===== src/rtl/i2c_slave_engine.sv =====
// Bit-level I2C slave front end: pin conditioning, START/STOP detection, address match,
// byte deserialise/serialise and ACK handling for the downstream register driver.
module i2c_slave_engine #(
  parameter int unsigned FILTER_LEN = 3
) (
  input  logic       clk,
  input  logic       reset,
  input  logic       scl_in,
  input  logic       sda_in,
  output logic       sda_oe,
  input  logic [6:0] address,
  input  logic [7:0] datasend,
  output logic       sended,
  output logic [7:0] datareceive,
  output logic       received,
  output logic       busy
);

  localparam int unsigned CntW = (FILTER_LEN < 2) ? 1 : $clog2(FILTER_LEN + 1);

  typedef enum logic [2:0] {
    StIdle, StAddr, StAddrAck, StWrite, StWriteAck, StRead, StReadAck, StWaitStop
  } state_e;

  // Index 0 is SCL, index 1 is SDA.
  logic [1:0]           sync1_q, sync2_q, filt_q, filt_d, filt_prev_q;
  logic [1:0][CntW-1:0] cnt_q, cnt_d;

  always_comb begin
    for (int i = 0; i < 2; i++) begin
      filt_d[i] = filt_q[i];
      cnt_d[i]  = '0;
      if (sync2_q[i] != filt_q[i]) begin
        if (cnt_q[i] == CntW'(FILTER_LEN - 1)) filt_d[i] = sync2_q[i];
        else                                   cnt_d[i]  = cnt_q[i] + CntW'(1);
      end
    end
  end

  logic scl_r, scl_f, scl_hi, sda_r, sda_f, sda_bit, start_det, stop_det;

  assign scl_r   = filt_q[0] & ~filt_prev_q[0];
  assign scl_f   = ~filt_q[0] & filt_prev_q[0];
  assign scl_hi  = filt_q[0] & filt_prev_q[0];
  assign sda_r   = filt_q[1] & ~filt_prev_q[1];
  assign sda_f   = ~filt_q[1] & filt_prev_q[1];
  assign sda_bit = filt_q[1];
  // SCL must be steadily high so a coincident SCL edge is treated as a data bit.
  assign start_det = sda_f & scl_hi;
  assign stop_det  = sda_r & scl_hi;

  state_e     state_q, state_d;
  logic [2:0] bit_cnt_q, bit_cnt_d;
  logic [7:0] shift_q, shift_d;
  logic [7:0] datareceive_q, datareceive_d;
  logic       rw_q, rw_d;
  logic       pend_q, pend_d;
  logic       sda_oe_q, sda_oe_d;
  logic       sended_q, sended_d;
  logic       received_q, received_d;
  logic       busy_q, busy_d;
  logic [7:0] byte_full;

  assign byte_full = {shift_q[6:0], sda_bit};

  always_comb begin
    state_d       = state_q;
    bit_cnt_d     = bit_cnt_q;
    shift_d       = shift_q;
    datareceive_d = datareceive_q;
    rw_d          = rw_q;
    pend_d        = pend_q;
    sda_oe_d      = sda_oe_q;
    sended_d      = 1'b0;
    received_d    = 1'b0;
    busy_d        = busy_q;

    case (state_q)
      StAddr: begin
        if (scl_r) begin
          shift_d   = byte_full;
          bit_cnt_d = bit_cnt_q + 3'd1;
          if (bit_cnt_q == 3'd7) begin
            if (byte_full[7:1] == address) begin
              rw_d   = byte_full[0];
              pend_d = 1'b1;
            end else begin
              state_d = StWaitStop;
            end
          end
        end else if (scl_f && pend_q) begin
          pend_d    = 1'b0;
          sda_oe_d  = 1'b1;
          bit_cnt_d = '0;
          state_d   = StAddrAck;
        end
      end
      StAddrAck: begin
        if (scl_f) begin
          bit_cnt_d = '0;
          if (rw_q) begin
            shift_d  = datasend;
            sda_oe_d = ~datasend[7];
            state_d  = StRead;
          end else begin
            sda_oe_d = 1'b0;
            state_d  = StWrite;
          end
        end
      end
      StWrite: begin
        if (scl_r) begin
          shift_d   = byte_full;
          bit_cnt_d = bit_cnt_q + 3'd1;
          if (bit_cnt_q == 3'd7) begin
            datareceive_d = byte_full;
            received_d    = 1'b1;
            pend_d        = 1'b1;
          end
        end else if (scl_f && pend_q) begin
          pend_d    = 1'b0;
          sda_oe_d  = 1'b1;
          bit_cnt_d = '0;
          state_d   = StWriteAck;
        end
      end
      StWriteAck: begin
        if (scl_f) begin
          sda_oe_d = 1'b0;
          state_d  = StWrite;
        end
      end
      StRead: begin
        if (scl_f) begin
          if (bit_cnt_q == 3'd7) begin
            sda_oe_d  = 1'b0;
            bit_cnt_d = '0;
            state_d   = StReadAck;
          end else begin
            shift_d   = {shift_q[6:0], 1'b0};
            sda_oe_d  = ~shift_q[6];
            bit_cnt_d = bit_cnt_q + 3'd1;
          end
        end
      end
      StReadAck: begin
        if (scl_r) begin
          if (!sda_bit) begin
            sended_d = 1'b1;
            pend_d   = 1'b1;
          end else begin
            state_d = StWaitStop;
          end
        end else if (scl_f && pend_q) begin
          pend_d   = 1'b0;
          shift_d  = datasend;
          sda_oe_d = ~datasend[7];
          state_d  = StRead;
        end
      end
      StIdle, StWaitStop: ;
      default: state_d = StIdle;
    endcase

    if (start_det) begin
      state_d   = StAddr;
      bit_cnt_d = '0;
      pend_d    = 1'b0;
      sda_oe_d  = 1'b0;
      busy_d    = 1'b1;
    end else if (stop_det) begin
      state_d  = StIdle;
      pend_d   = 1'b0;
      sda_oe_d = 1'b0;
      busy_d   = 1'b0;
    end
  end

  always_ff @(posedge clk or negedge reset) begin
    if (!reset) begin
      sync1_q       <= 2'b11;
      sync2_q       <= 2'b11;
      filt_q        <= 2'b11;
      filt_prev_q   <= 2'b11;
      cnt_q         <= '0;
      state_q       <= StIdle;
      bit_cnt_q     <= '0;
      shift_q       <= '0;
      datareceive_q <= '0;
      rw_q          <= 1'b0;
      pend_q        <= 1'b0;
      sda_oe_q      <= 1'b0;
      sended_q      <= 1'b0;
      received_q    <= 1'b0;
      busy_q        <= 1'b0;
    end else begin
      sync1_q       <= {sda_in, scl_in};
      sync2_q       <= sync1_q;
      filt_q        <= filt_d;
      filt_prev_q   <= filt_q;
      cnt_q         <= cnt_d;
      state_q       <= state_d;
      bit_cnt_q     <= bit_cnt_d;
      shift_q       <= shift_d;
      datareceive_q <= datareceive_d;
      rw_q          <= rw_d;
      pend_q        <= pend_d;
      sda_oe_q      <= sda_oe_d;
      sended_q      <= sended_d;
      received_q    <= received_d;
      busy_q        <= busy_d;
    end
  end

  assign sda_oe      = sda_oe_q;
  assign sended      = sended_q;
  assign received    = received_q;
  assign datareceive = datareceive_q;
  assign busy        = busy_q;

endmodule


===== config.mk =====
export PLATFORM = sky130hd
export DESIGN_NAME = i2c_slave_engine
export DESIGN_NICKNAME = d
export VERILOG_FILES = /design/src/rtl/i2c_slave_engine.sv
export SDC_FILE = /design/constraint.sdc
export NUM_CORES = 1
export LEC_CHECK = 0
export CAP_MARGIN = 20
export CORE_ASPECT_RATIO = 2
export CORE_MARGIN = 2
export CORE_UTILIZATION = 30
export DETAILED_ROUTE_END_ITERATION = 12
export DONT_BUFFER_PORTS = 1
export PLACE_DENSITY = 0.5
export SLEW_MARGIN = 20
export SYNTH_ARGS = -nofsm -noshare
export SYNTH_HDL_FRONTEND = slang
export SYNTH_SLANG_ARGS = --single-unit

===== constraint.sdc =====
create_clock -name clk -period 2.11 [get_ports clk]
set_clock_uncertainty 0.15 [all_clocks]
set_input_delay 0.422 -clock clk [delete_from_list [all_inputs] [get_ports clk]]
set_output_delay 0.422 -clock clk [all_outputs]
set_load 0.02 [all_outputs]

## Yosys cells after proc, flatten, opt, wreduce, memory -nomap -nowiden

Index checks and enable logic that the tools add are counted.

| operators by class | value |
|---|---|
| add/subtract/negate cells | 3 |
| equality and inequality tests | 40 |
| mux-type cells | 67 |
| bitwise operators | 13 |
| reduce and logical (&&, ||, !) cells | 17 |

Operator list:

| cell | number |
|---|---|
| $mux W3 | 22 |
| $mux W7 | 7 |
| $ne A5 B5 Y1 const B | 8 |
| $ne A4 B4 Y1 const B | 8 |
| $mux W1 | 29 |
| $pmux W7 S4 | 1 |
| $pmux W3 S6 | 1 |
| $reduce_and A8 Y1 | 2 |
| $eq A3 B3 Y1 const B | 4 |
| $ne A2 B2 Y1 const B | 6 |
| $reduce_and A12 Y1 | 1 |
| $pmux W3 S3 | 1 |
| $mux W2 | 4 |
| $ne A4 B1 Y1 const B | 2 |
| $reduce_and A4 Y1 | 2 |
| $reduce_bool A4 Y1 | 2 |
| $reduce_bool A8 Y1 | 1 |
| $and A1 B1 Y1 | 7 |
| $eq A7 B7 Y1 | 1 |
| $reduce_bool A7 Y1 | 1 |
| $eq A3 B2 Y1 const B | 2 |
| $ne A3 B3 Y1 const B | 2 |
| $not A1 Y1 | 6 |
| $pmux W1 S5 | 1 |
| other kinds (15) | 19 |

| storage, ports and cells | value |
|---|---|
| register bits | 39 |
| input bits | 19 |
| output and inout port bits | 12 |

## Logic depth before layout (Yosys ltp)

Gate-level depths: netlist of the first run.

| depth | value |
|---|---|
| depth after elaboration | 8 |
| depth in mapped cells | 7 |
| mapped depth without buffers | 7 |

## Worst setup path after synthesis of the first run

OpenSTA, ideal clock, no wires.

| timing | value |
|---|---|
| path kind | register -> register |
| start | register filt_q[1] |
| end | register state_q[0] |
| arrival time | 1.693 ns |
| slack | 0.142 ns |
| stages on the path, launching flop included | 7 |
| buffers on the path | 1 |
| cell sequence | dfstp_2 buf_6 xor2_2 o21ai_2 a221oi_2 o311a_4 mux2_4 |

| on the way | value |
|---|---|
| word-level cells in the longest chain between the ends | 5 |
| elaborated cells between the ends (all ways) | 20 |
| classes of those cells | eq/ne: 11; mux: 2; bitwise: 5; reduce/logical: 2 |

Ends and longest elaborated chain:

| what | RTL line | RTL |
|---|---|---|
| from (decl) | 26 | `logic [1:0] sync1_q, sync2_q, filt_q, filt_d, filt_prev_q;` |
| from (signal assigned) | 199 | `filt_q <= filt_d;` |
| $not A1 Y1 | 46 | `assign sda_f = ~filt_q[1] & filt_prev_q[1];` |
| $and A1 B1 Y1 | 46 |  |
| $and A1 B1 Y1 | 49 | `assign start_det = sda_f & scl_hi;` |
| $ne A5 B5 Y1 (no line) (tied with other cells) | -- |  |
| $reduce_and A12 Y1 (no line) | -- |  |
| to (signal assigned) | 186 | `state_q <= StIdle;` |
| to (signal assigned) | 202 | `state_q <= state_d;` |
| to (decl) | 52 | `state_e state_q, state_d;` |

Several ways; a longest one is shown, not always the timed one.
A chain may end at the register's enable or synchronous reset.

## Worst setup path in the final report of the first run

| timing | value |
|---|---|
| start | register bit_cnt_q[0] |
| end | register state_q[0] |

| on the way | value |
|---|---|
| word-level cells in the longest chain between the ends | 3 |
| elaborated cells between the ends (all ways) | 4 |
| classes of those cells | eq/ne: 3; reduce/logical: 1 |

Ends and longest elaborated chain:

| what | RTL line | RTL |
|---|---|---|
| from (decl) | 53 | `logic [2:0] bit_cnt_q, bit_cnt_d;` |
| from (signal assigned) | 203 | `bit_cnt_q <= bit_cnt_d;` |
| $eq A3 B3 Y1 (*) | 83, 135 |  |
| $ne A5 B5 Y1 (no line) or $ne A4 B4 Y1 (tied branches) | -- |  |
| $reduce_and A12 Y1 (no line) (*) | -- |  |

Every way passes the cells marked *; elsewhere a longest branch is shown, timed or not.

==> flow_summary.yaml, run 1 <==
worst_setup_path:
  rr_startpoint: "bit_cnt_q[0]"
  end_kind: "flip-flop"
  cp-start-kind: "flip-flop"
  crit_arrival_ns: 2.06
  critical_path_class: "reg2reg"
  r2r_setup_slack_ns: 0.07
  crit_start: "bit_cnt_q[0]"
  required_ns: 2.13
  cp_max_fo: 5
routing:
  wl_microns: 5570
  drt_iter0_drc: 34
  dr_total_vias: 1696
  dr.pass1.iters: 4
  drc_errors: 0
  avgViaCountPerCell: 5.06
  route.antenna.remaining_nets: 0
  wire_per_inst_microns: 16.6
sta:
  fmax_mhz: 490
  hold_ws_ns: 0.175
  min_period_over_period_pct: 96.8
  max-slew-margin-rel_pct: 74.2
  slew_viol_final: 0
  hold_violations: 0
  min_period_ns: 2.04
  setup_violations: 0
  rsz0062_at_grt: "false"
  worst_pin_slew_ns: 0.383
logic_synthesis:
  synth.distinct_cells: 56
  netlist.area_leader.share_pct: 35.1
  ys_top_cells_by_area: "dfrtp_1 (35%), dfstp_2 (9.5%), mux2_2 (4.6%)"
  synth_ff_type: "dfrtp_1"
  ys_ff_latch: 39
  synth_nets: 235
  synth_edf_count: 0
  ys_warn_count: 0
  syn_area_per_cell_sq_um: 10.4
  synth_area_sq_um: 2210
  seq_area_frac_synth_pct: 44.6
  syn_inst: 213
  yosysTopAreaCell: "dfrtp_1"
  async_reset_ff_share_pct: 100
clock_network:
  clk_pin_slew_worst_paths_ns: 0.06
  clk_latency_ns: 0.29
  cts_tree: "built"
  cts_buffers: 5
  htree_levels: 2
  cts.sinks: 39
  cts_root_buf: "clkbuf_16"
  clockBufferDepth: 2
floorplan:
  dieArea_sq_um: 8110
  boundaryPins: 31
  die_w_microns: 64.7
  placementRows: 44
  die_h_microns: 125
  coreArea_sq_um: 7210
  start_util_pct: 30.7
final_layout:
  layoutNonFillerInstCount: 335
  stdcell_area_sq_um: 2710
  register_area_sq_um: 988
  syn_to_final_growth_pct: 22.4
  antenna-diode-count: 0
  multi_input_area_sq_um: 1120
  drive_gt1_share_pct: 31.7
  nFillCells: 727
  nets: 264
power:
  power.share.switching_pct: 39.6
  internal_power_mw: 2.54
  total_power_mw: 4.21
  p_comb_share_pct: 51.1
  switching_power_mw: 1.67
  seq_power_share_pct: 30.1
  irDropWorstVdd_uv: 786
  cellPowerDensity_nw_per_um2: 1560
  pwr-share-clk_pct: 18.8
  leakagePower_nw: 1.20
global_route:
  grt_use_total_pct: 14.7
  grt_pass1_vias: 1801
  grt_max_degree: 40
  antenna_found_initial: 0
  grt_overflow_total: 0
  grt_first_pass_wirelength_microns: 8990
placed_design:
  dpl.hpwl_microns: 4290
  place_area_sq_um: 2450
  io_buffers: 0
  placed_cells: 320
  gp_congestion: 0.870
run:
  drv_cap: 0
status:
  status: "completed"
hold_path:
  min_path_type: "in2reg"
  min_from: "datasend[4]"
==> area by class of cell <==
cell class | count | area share, %
multi-input combinational | 151 | 41.4
clock buffer | 8 | 5.78
timing repair buffer | 34 | 10.5
inverter | 11 | 1.53
tap | 92 | 4.25
sequential | 39 | 36.5
==> layout by cell type (no fill, tap or decap), drive strengths merged, types with 8 or more instances in the layout <==
| cell | synthesis | routed |
|---|---|---|
| a21oi | 12 | 12 |
| inv | 11 | 11 |
| clkbuf | 0 | 9 |
| mux2 | 11 | 11 |
| dfstp | 8 | 8 |
| o21ai | 18 | 18 |
| nand2b | 8 | 8 |
| dfrtp | 31 | 31 |
| nor3 | 10 | 10 |
| nor2 | 10 | 10 |
| nand2 | 13 | 13 |
| xor2 | 9 | 9 |
| mux2i | 10 | 10 |
| buf | 12 | 30 |
==> per-stage QoR <==
step	setup slack [ns]	TNS (ns)	util, %
finish	0.0684	0	37.5
global route	0.00962	0	37.5
CTS	0.0159	0	37.0
detailed placement	-0.0278	-0.0278	34.0
global placement	-0.0332	-0.0332	34.0
floorplan	0.142	0	-
==> final timing paths <==
kind                               to  depth (start not counted)
setup / recovery           state_q[0]                          6
hold / removal             shift_q[4]                          2
setup reg to reg           state_q[0]                          6
hold reg to reg            sync2_q[1]                          0
max in group asynchronous  sync1_q[0]                          2
min in group asynchronous  state_q[2]                          2
==> critical path, cell delays in order, from the launching register on <==
cell,delay (ns)
dfrtp_1,0.39
ha_1,0.21
ha_1,0.24
nor2_2,0.13
o22ai_1,0.11
o311a_4,0.40
mux2_4,0.30
==> cell usage after synthesis, types with 2 or more instances <==
cell type,number
nor2_1,9
nor2b_1,3
dfrtp_1,31
xor2_1,8
mux2_2,9
a31o_2,2
o22ai_1,6
inv_1,9
o211ai_1,3
nand3b_1,2
buf_6,3
nand2_1,13
buf_2,6
xnor2_1,2
o21ai_0,13
inv_2,2
dfstp_2,8
o21ai_1,4
ha_1,3
mux2_4,2
mux2i_1,10
nand3_1,3
a21oi_1,11
nand2b_1,7
nor3b_1,2
o32ai_1,2
buf_4,3
nor3_1,9
==> cell families (layout without fill, tap and decap cells) <==
kind of cell	after synthesis	after routing	synth area share, %
adders and majority gates	3	3	1.70
DFF	39	39	44.6
AOI/OAI and AO/OA	56	56	17.1
and+or+nand+nor	60	60	15.7
xor gates and xnor gates	11	11	4.70
muxes	21	21	10.5
buffers and inverters	23	53	5.77
==> flip-flops by register name (all words and copies together) (netlist names), 2 cells and up <==
name	count
sync2_q	2
sync1_q	2
state_q	3
filt_prev_q	2
datareceive	8
bit_cnt_q	3
shift_q	7
cnt_q	4
filt_q	2
==> routing by layer <==
layer  up-vias  routed length, microns  track usage, %
met5         -                       0               0
met4         0                     285            11.3
met3        18                     156            2.97
met2        35                    3180            26.6
met1       822                    1950            13.9
li1        821                       -               -
==> power by group through the flow <==
stage | logic (mW) | clock network (mW) | registers (mW)
after global routing | 2.36 | 0.855 | 1.31
after CTS | 2.09 | 0.822 | 1.28
final | 2.15 | 0.794 | 1.27
after detailed placement | 2.05 | 0 | 1.29
after floorplan | 1.55 | 0 | 1.16
after global placement | 2.04 | 0 | 1.29
==> timing repair <==
item	in CTS	in global routing
endpoints found under the setup margin	1	9
hold buffers	4	0
setup buffers	0	3
endpoints found under the hold margin	41	0
gates resized for setup	2	6
gates cloned	0	0
Power figures use the tool's default switching activity.
==> inputs of run 2 (changes only) <==
--- a/config.mk
+++ b/config.mk
@@ -5,6 +5,7 @@
 export SDC_FILE = /design/constraint.sdc
 export NUM_CORES = 1
 export LEC_CHECK = 0
+export ABC_AREA = 1
 export CAP_MARGIN = 20
 export CORE_ASPECT_RATIO = 2
 export CORE_MARGIN = 2
@@ -12,6 +13,7 @@
 export DETAILED_ROUTE_END_ITERATION = 12
 export DONT_BUFFER_PORTS = 1
 export PLACE_DENSITY = 0.5
+export SETUP_SLACK_MARGIN = 0.3
 export SLEW_MARGIN = 20
 export SYNTH_ARGS = -nofsm -noshare
 export SYNTH_HDL_FRONTEND = slang
==> run 2 against run 1 <==
- via count rose by 16%
- non-clock buffer count fell by 12
- total power rose by 9.4%
- clock power fell by 7.6%
- critical path depth rose by 2
- combinational power rose by 21%
- setup slack improved by 0.19 ns
- final cell count rose by 21%
- synthesized area fell by 3.1%
- critical endpoint is now shift_q[5]
- largest power group unchanged
==> flow_summary.yaml, run 2 <==
logic_synthesis:
  async_reset_ff_share_pct: 100
  ys_warn_count: 0
  ys_ff_latch: 39
  synth_edf_count: 0
  synth_ff_type: "dfrtp_1"
  yosys-top-cells-count: "nand2_1 (93), inv_1 (36), dfrtp_1 (31), o21ai_0 (31), nor2_1 (25)"
  yosysTopAreaCell: "dfrtp_1"
  synth_nets: 313
  synth.most_common_cell: "nand2_1"
  synth.distinct_cells: 26
  ys_top_cells_by_area: "dfrtp_1 (36%), nand2_1 (16%), dfstp_2 (9.8%)"
  syn_inst: 291
  netlist.area_leader.share_pct: 36.2
  synth_area_sq_um: 2140
  seq_area_frac_synth_pct: 46.0
  syn_area_per_cell_sq_um: 7.36
sta:
  rsz0062_at_grt: "true"
  hold_violations: 0
  slew_viol_final: 0
  min_period_ns: 1.85
  fmax_mhz: 540
  max-slew-margin-rel_pct: 80.0
  setup_violations: 0
  worst_pin_slew_ns: 0.298
  min_period_over_period_pct: 87.8
worst_setup_path:
  r2r-end: "shift_q[5]"
  end_kind: "flip-flop"
  crit_path_cell_trace: "inv_2 -> nor2_4 -> nand2_2 -> nand2_4 -> nand3_2 -> nor2_4 -> clkbuf_16 -> o21ai_0"
  crit_path_frequent_cell: "nor2_4"
  required_ns: 2.12
  cp-start-kind: "flip-flop"
  cpMaxStageDelayCell: "dfstp_2"
  r2r_cells: 8
  critical_path_class: "reg2reg"
  cp_max_fo: 7
  slowest_delay_ns: 0.56
  crit_arrival_ns: 1.86
  r2r_setup_slack_ns: 0.26
  rr_startpoint: "filt_prev_q[0]"
final_layout:
  final_common_cell: "nand2_1"
  stdcell_area_sq_um: 2710
  antenna-diode-count: 0
  largest_reg_flops: 8
  final_util_pct: 39.0
  syn_to_final_growth_pct: 26.5
  drive_gt1_share_pct: 25.0
  layout.cells.most_common_list: "nand2_1 (85), o21ai_0 (29), dfrtp_1 (29)"
  nFillCells: 713
  nets: 337
global_route:
  antenna_found_initial: 0
  grt_pass1_vias: 2018
  grt_use_total_pct: 16.8
  grt_first_pass_wirelength_microns: 9790
  met2_usage_pct: 31.7
  grt_use_met3_pct: 2.64
  gr-usage-met1_pct: 15.5
  grt_overflow_total: 0
  grt.busiest_layer: "met2"
  grt_max_degree: 40
routing:
  wl_microns: 6160
  drt_iter0_drc: 68
  dr.pass1.iters: 4
  avgViaCountPerCell: 4.84
  dr_total_vias: 1965
  route.antenna.remaining_nets: 0
  wire_per_inst_microns: 15.2
  drc_errors: 0
hold_path:
  min_to: "sync2_q[0]"
  min_from: "sync1_q[0]"
  hold_path_depth: 0
  min_path_type: "reg2reg"
run:
  drv_cap: 0
floorplan:
  die_h_microns: 124
  coreArea_sq_um: 6940
  die_w_microns: 63.8
  placementRows: 43
  boundaryPins: 31
  dieArea_sq_um: 7870
  start_util_pct: 30.9
placed_design:
  io_buffers: 0
  place_area_sq_um: 2290
  gp_congestion: 0.923
  dpl.hpwl_microns: 4610
status:
  status: "completed"
clock_network:
  cts_buffers: 5
  htree_levels: 2
  cts.sinks: 39
  cts_tree: "built"
  cts_root_buf: "clkbuf_16"
  clk_latency_ns: 0.28
  clockBufferDepth: 2
  clk_pin_slew_worst_paths_ns: 0.06
power:
  cellPowerDensity_nw_per_um2: 1700
  leakagePower_nw: 1.35
  total_power_mw: 4.61
  irDropWorstVdd_uv: 839
run 2: cell count changes in the layout (fill, tap and decap cells not counted), sizes merged, moves of 11 or more:
cell   change
nor2      +18
nand3     +16
nand2     +83
o21ai     +14
mux2      -11
inv       +27
buf       -12
run 2: through the flow:
stage,hold slack [ns],std cells,setup TNS [ns],setup slack (ns)
5_1_grt,0.208,406,0,0.134
3_3_place_gp,-0.0226,384,-0.205,-0.0524
3_5_place_dp,-0.0227,384,0,0.0245
2_1_floorplan,-0.0236,291,0,0.407
4_1_cts,0.207,400,0,0.271
6_report,0.206,406,0,0.257
run 2: area by class of cell:
| cell class | instances | area [sq um] | share of cell area, % |
|---|---|---|---|
| sequential | 39 | 988 | 36.5 |
| clock buffer | 6 | 129 | 4.76 |
| timing repair buffer | 22 | 219 | 8.08 |
| inverter | 38 | 145 | 5.36 |
| clock inverter | 2 | 12.5 | 0.462 |
| multi-input combinational | 209 | 1100 | 40.7 |
| tap | 90 | 113 | 4.16 |
run 2: worst max-delay path by stage:
stage / startpoint / end / cells past startpoint
final: filt_prev_q[0] / shift_q[5] / 8
after global routing: state_q[1] / shift_q[1] / 9
after CTS: state_q[1] / shift_q[4] / 6
after detailed placement: filt_prev_q[0] / shift_q[2] / 8
after global placement: filt_prev_q[0] / shift_q[3] / 9
after floorplan: filt_prev_q[0] / shift_q[6] / 8
run 2: power breakdown:
part / switching [mW] / internal (mW)
Clock: 0.298 / 0.436
Combinational: 1.58 / 1.02
Sequential: 0.240 / 1.03
run 2: what timing repair did:
action | in CTS | in global routing
hold buffers | 4 | 0
gates resized for setup | 14 | 32
setup endpoints to repair | 22 | 23
hold endpoints to repair | 41 | 0
setup buffers | 4 | 5
pin swaps | 1 | 12
gates cloned | 0 | 1
run 2: cells by family after synthesis:
logic type	share of synthesized area [%]
XOR/XNOR	1.23
AO/OA/AOI/OAI	10.7
multiplexers	0.467
adder cells (fa/ha/maj)	1.75
buffers and inverters	8.24
AND/OR/NAND/NOR	31.5
flip-flops	46.0
run 2: worst max-delay path: cells and delay by family, from the launching register on:
family / cells / cell delay, ns
simple gates: 5 / 0.71
compound gates: 1 / 0.07
flops: 1 / 0.56
buf+inv: 2 / 0.23
run 2: layer usage:
layer	routed length, microns	part of all wire (%)
met5	0	0
met2	3480	56
met3	168	2.7
met1	2190	36
met4	321	5.2
==> inputs of run 3 (changes only) <==
--- a/config.mk
+++ b/config.mk
@@ -12,7 +12,7 @@
 export CORE_UTILIZATION = 30
 export DETAILED_ROUTE_END_ITERATION = 12
 export DONT_BUFFER_PORTS = 1
-export PLACE_DENSITY = 0.5
+export PLACE_DENSITY = 0.57
 export SETUP_SLACK_MARGIN = 0.3
 export SLEW_MARGIN = 20
 export SYNTH_ARGS = -nofsm -noshare
==> run 3 against run 2 <==
- via count shrank 0.61%
- setup slack gained 0.021 ns
- design area shrank 2.7%
- critical path depth is the same
- sequential share of layout area grew 1.1 points
- sequential cell count is the same
- count of clock-buffer cells in the layout is the same
- routed wire length shrank 7.7%
- critical endpoint unchanged
- non-clock buffer count shrank 4
- register-to-register slack gained 0.02 ns
==> flow_summary.yaml, run 3 (synthesis results as in run 2) <==
status:
  status: "completed"
sta:
  hold_violations: 0
  finalSetupTns_ns: 0
  worst_pin_slew_ns: 0.319
  hold_ws_ns: 0.205
  setup_violations: 0
  min_period_ns: 1.83
  max-slew-margin-rel_pct: 78.6
  fin_ws_ns: 0.278
  rsz0062_at_grt: "true"
  fmax_mhz: 546
  slew_viol_final: 0
  min_period_over_period_pct: 86.8
floorplan:
  dieArea_sq_um: 7870
  die_w_microns: 63.8
  placementRows: 43
  boundaryPins: 31
  die_h_microns: 124
  coreArea_sq_um: 6940
  start_util_pct: 30.9
routing:
  dr.pass1.iters: 4
  drc_errors: 0
  route.antenna.remaining_nets: 0
  avgViaCountPerCell: 4.86
  wire_per_inst_microns: 14.1
  wl_microns: 5680
  drt_iter0_drc: 45
  dr_total_vias: 1953
global_route:
  antenna_found_initial: 0
  grt_overflow_total: 0
  grt_max_degree: 40
  grt_pass1_vias: 1898
  grt_use_total_pct: 15.6
  grt_first_pass_wirelength_microns: 9140
clock_network:
  cts_buffers: 5
  clockBufferDepth: 2
  cts_tree: "built"
  cts.sinks: 39
  clk_latency_ns: 0.28
  clk_pin_slew_worst_paths_ns: 0.06
  htree_levels: 2
  cts_root_buf: "clkbuf_16"
hold_path:
  hold_path_depth: 0
  min_from: "sync1_q[1]"
  min_path_type: "reg2reg"
final_layout:
  stdcell_area_sq_um: 2640
  nets: 333
  largest_reg_flops: 8
  antenna-diode-count: 0
  nFillCells: 730
  layoutNonFillerInstCount: 402
  syn_to_final_growth_pct: 23.1
  drive_gt1_share_pct: 24.0
  final_common_cell: "nand2_1"
  layout.cells.most_common_list: "nand2_1 (87), inv_1 (29), o21ai_0 (28), dfrtp_1 (28)"
  final_util_pct: 38.0
placed_design:
  dpl.hpwl_microns: 4330
  gp_congestion: 0.901
  io_buffers: 0
  place_area_sq_um: 2270
  dp_slack_ns: 0.164
  placed_cells: 382
worst_setup_path:
  r2r_cells: 8
  crit_arrival_ns: 1.84
  end_kind: "flip-flop"
  cp_max_fo: 7
  required_ns: 2.12
  critical_path_class: "reg2reg"
  crit_start: "filt_prev_q[0]"
  cp-start-kind: "flip-flop"
  rr_startpoint: "filt_prev_q[0]"
  r2r_setup_slack_ns: 0.28
power:
  irDropWorstVdd_uv: 867
  cellPowerDensity_nw_per_um2: 1670
  leakagePower_nw: 1.30
  total_power_mw: 4.39
run:
  drv_cap: 0
## run 3: changes by cell type in the layout (fill, tap and decap cells not counted), moves of 2 or more
cell,previous run,this run
nor2_1,20,15
inv_2,10,8
nand2_1,85,87
nor2_2,4,9
buf_4,15,12
nand2_2,9,7
inv_1,27,29
## run 3: layer usage
metal	up-vias	wire, microns	global-route usage (%)
met2	45	3270	30.1
met3	21	131	2.18
li1	971	-	-
met5	-	0	0
met1	916	1950	14.1
met4	0	333	12.1
## run 3: worst max-delay path, cell delays in order (launching register included)
cell and delay (ns):
dfstp_2 0.56, inv_2 0.07, nor2_4 0.19, nand2_2 0.11, nand2_2 0.09, nand3_1 0.10, nor2_2 0.17, buf_4 0.17
o21ai_0 0.08
## run 3: path summary, 6_finish.rpt
kind | endpoint
hold reg to reg | sync2_q[1]
max in group asynchronous | sync1_q[1]
hold / removal | sync2_q[1]
setup / recovery | shift_q[5]
min in group asynchronous | cnt_q[1]
setup reg to reg | shift_q[5]
## run 3: final cells by class
type	instances	area (sq um)	area share, %
multi-input combinational	209	1070	40.7
sequential	39	990	37.5
clock buffer	6	139	5.27
inverter	38	145	5.50
clock inverter	2	16.3	0.617
timing repair buffer	18	163	6.17
tap	90	113	4.27
## run 3: report_power, final
group	switching (mW)	internal [mW]	leakage [nW]
Clock	0.303	0.472	0.0731
Sequential	0.258	1.04	0.486
Combinational	1.45	0.873	0.746
## run 3: repair_timing
item / CTS / global route
resized for setup: 15 / 30
gates cloned: 0 / 1
buffers inserted: 3 / 4
hold buffers: 4 / 0
endpoints found under the hold margin: 41 / 0
setup endpoints to repair: 23 / 22
pin swaps: 2 / 14
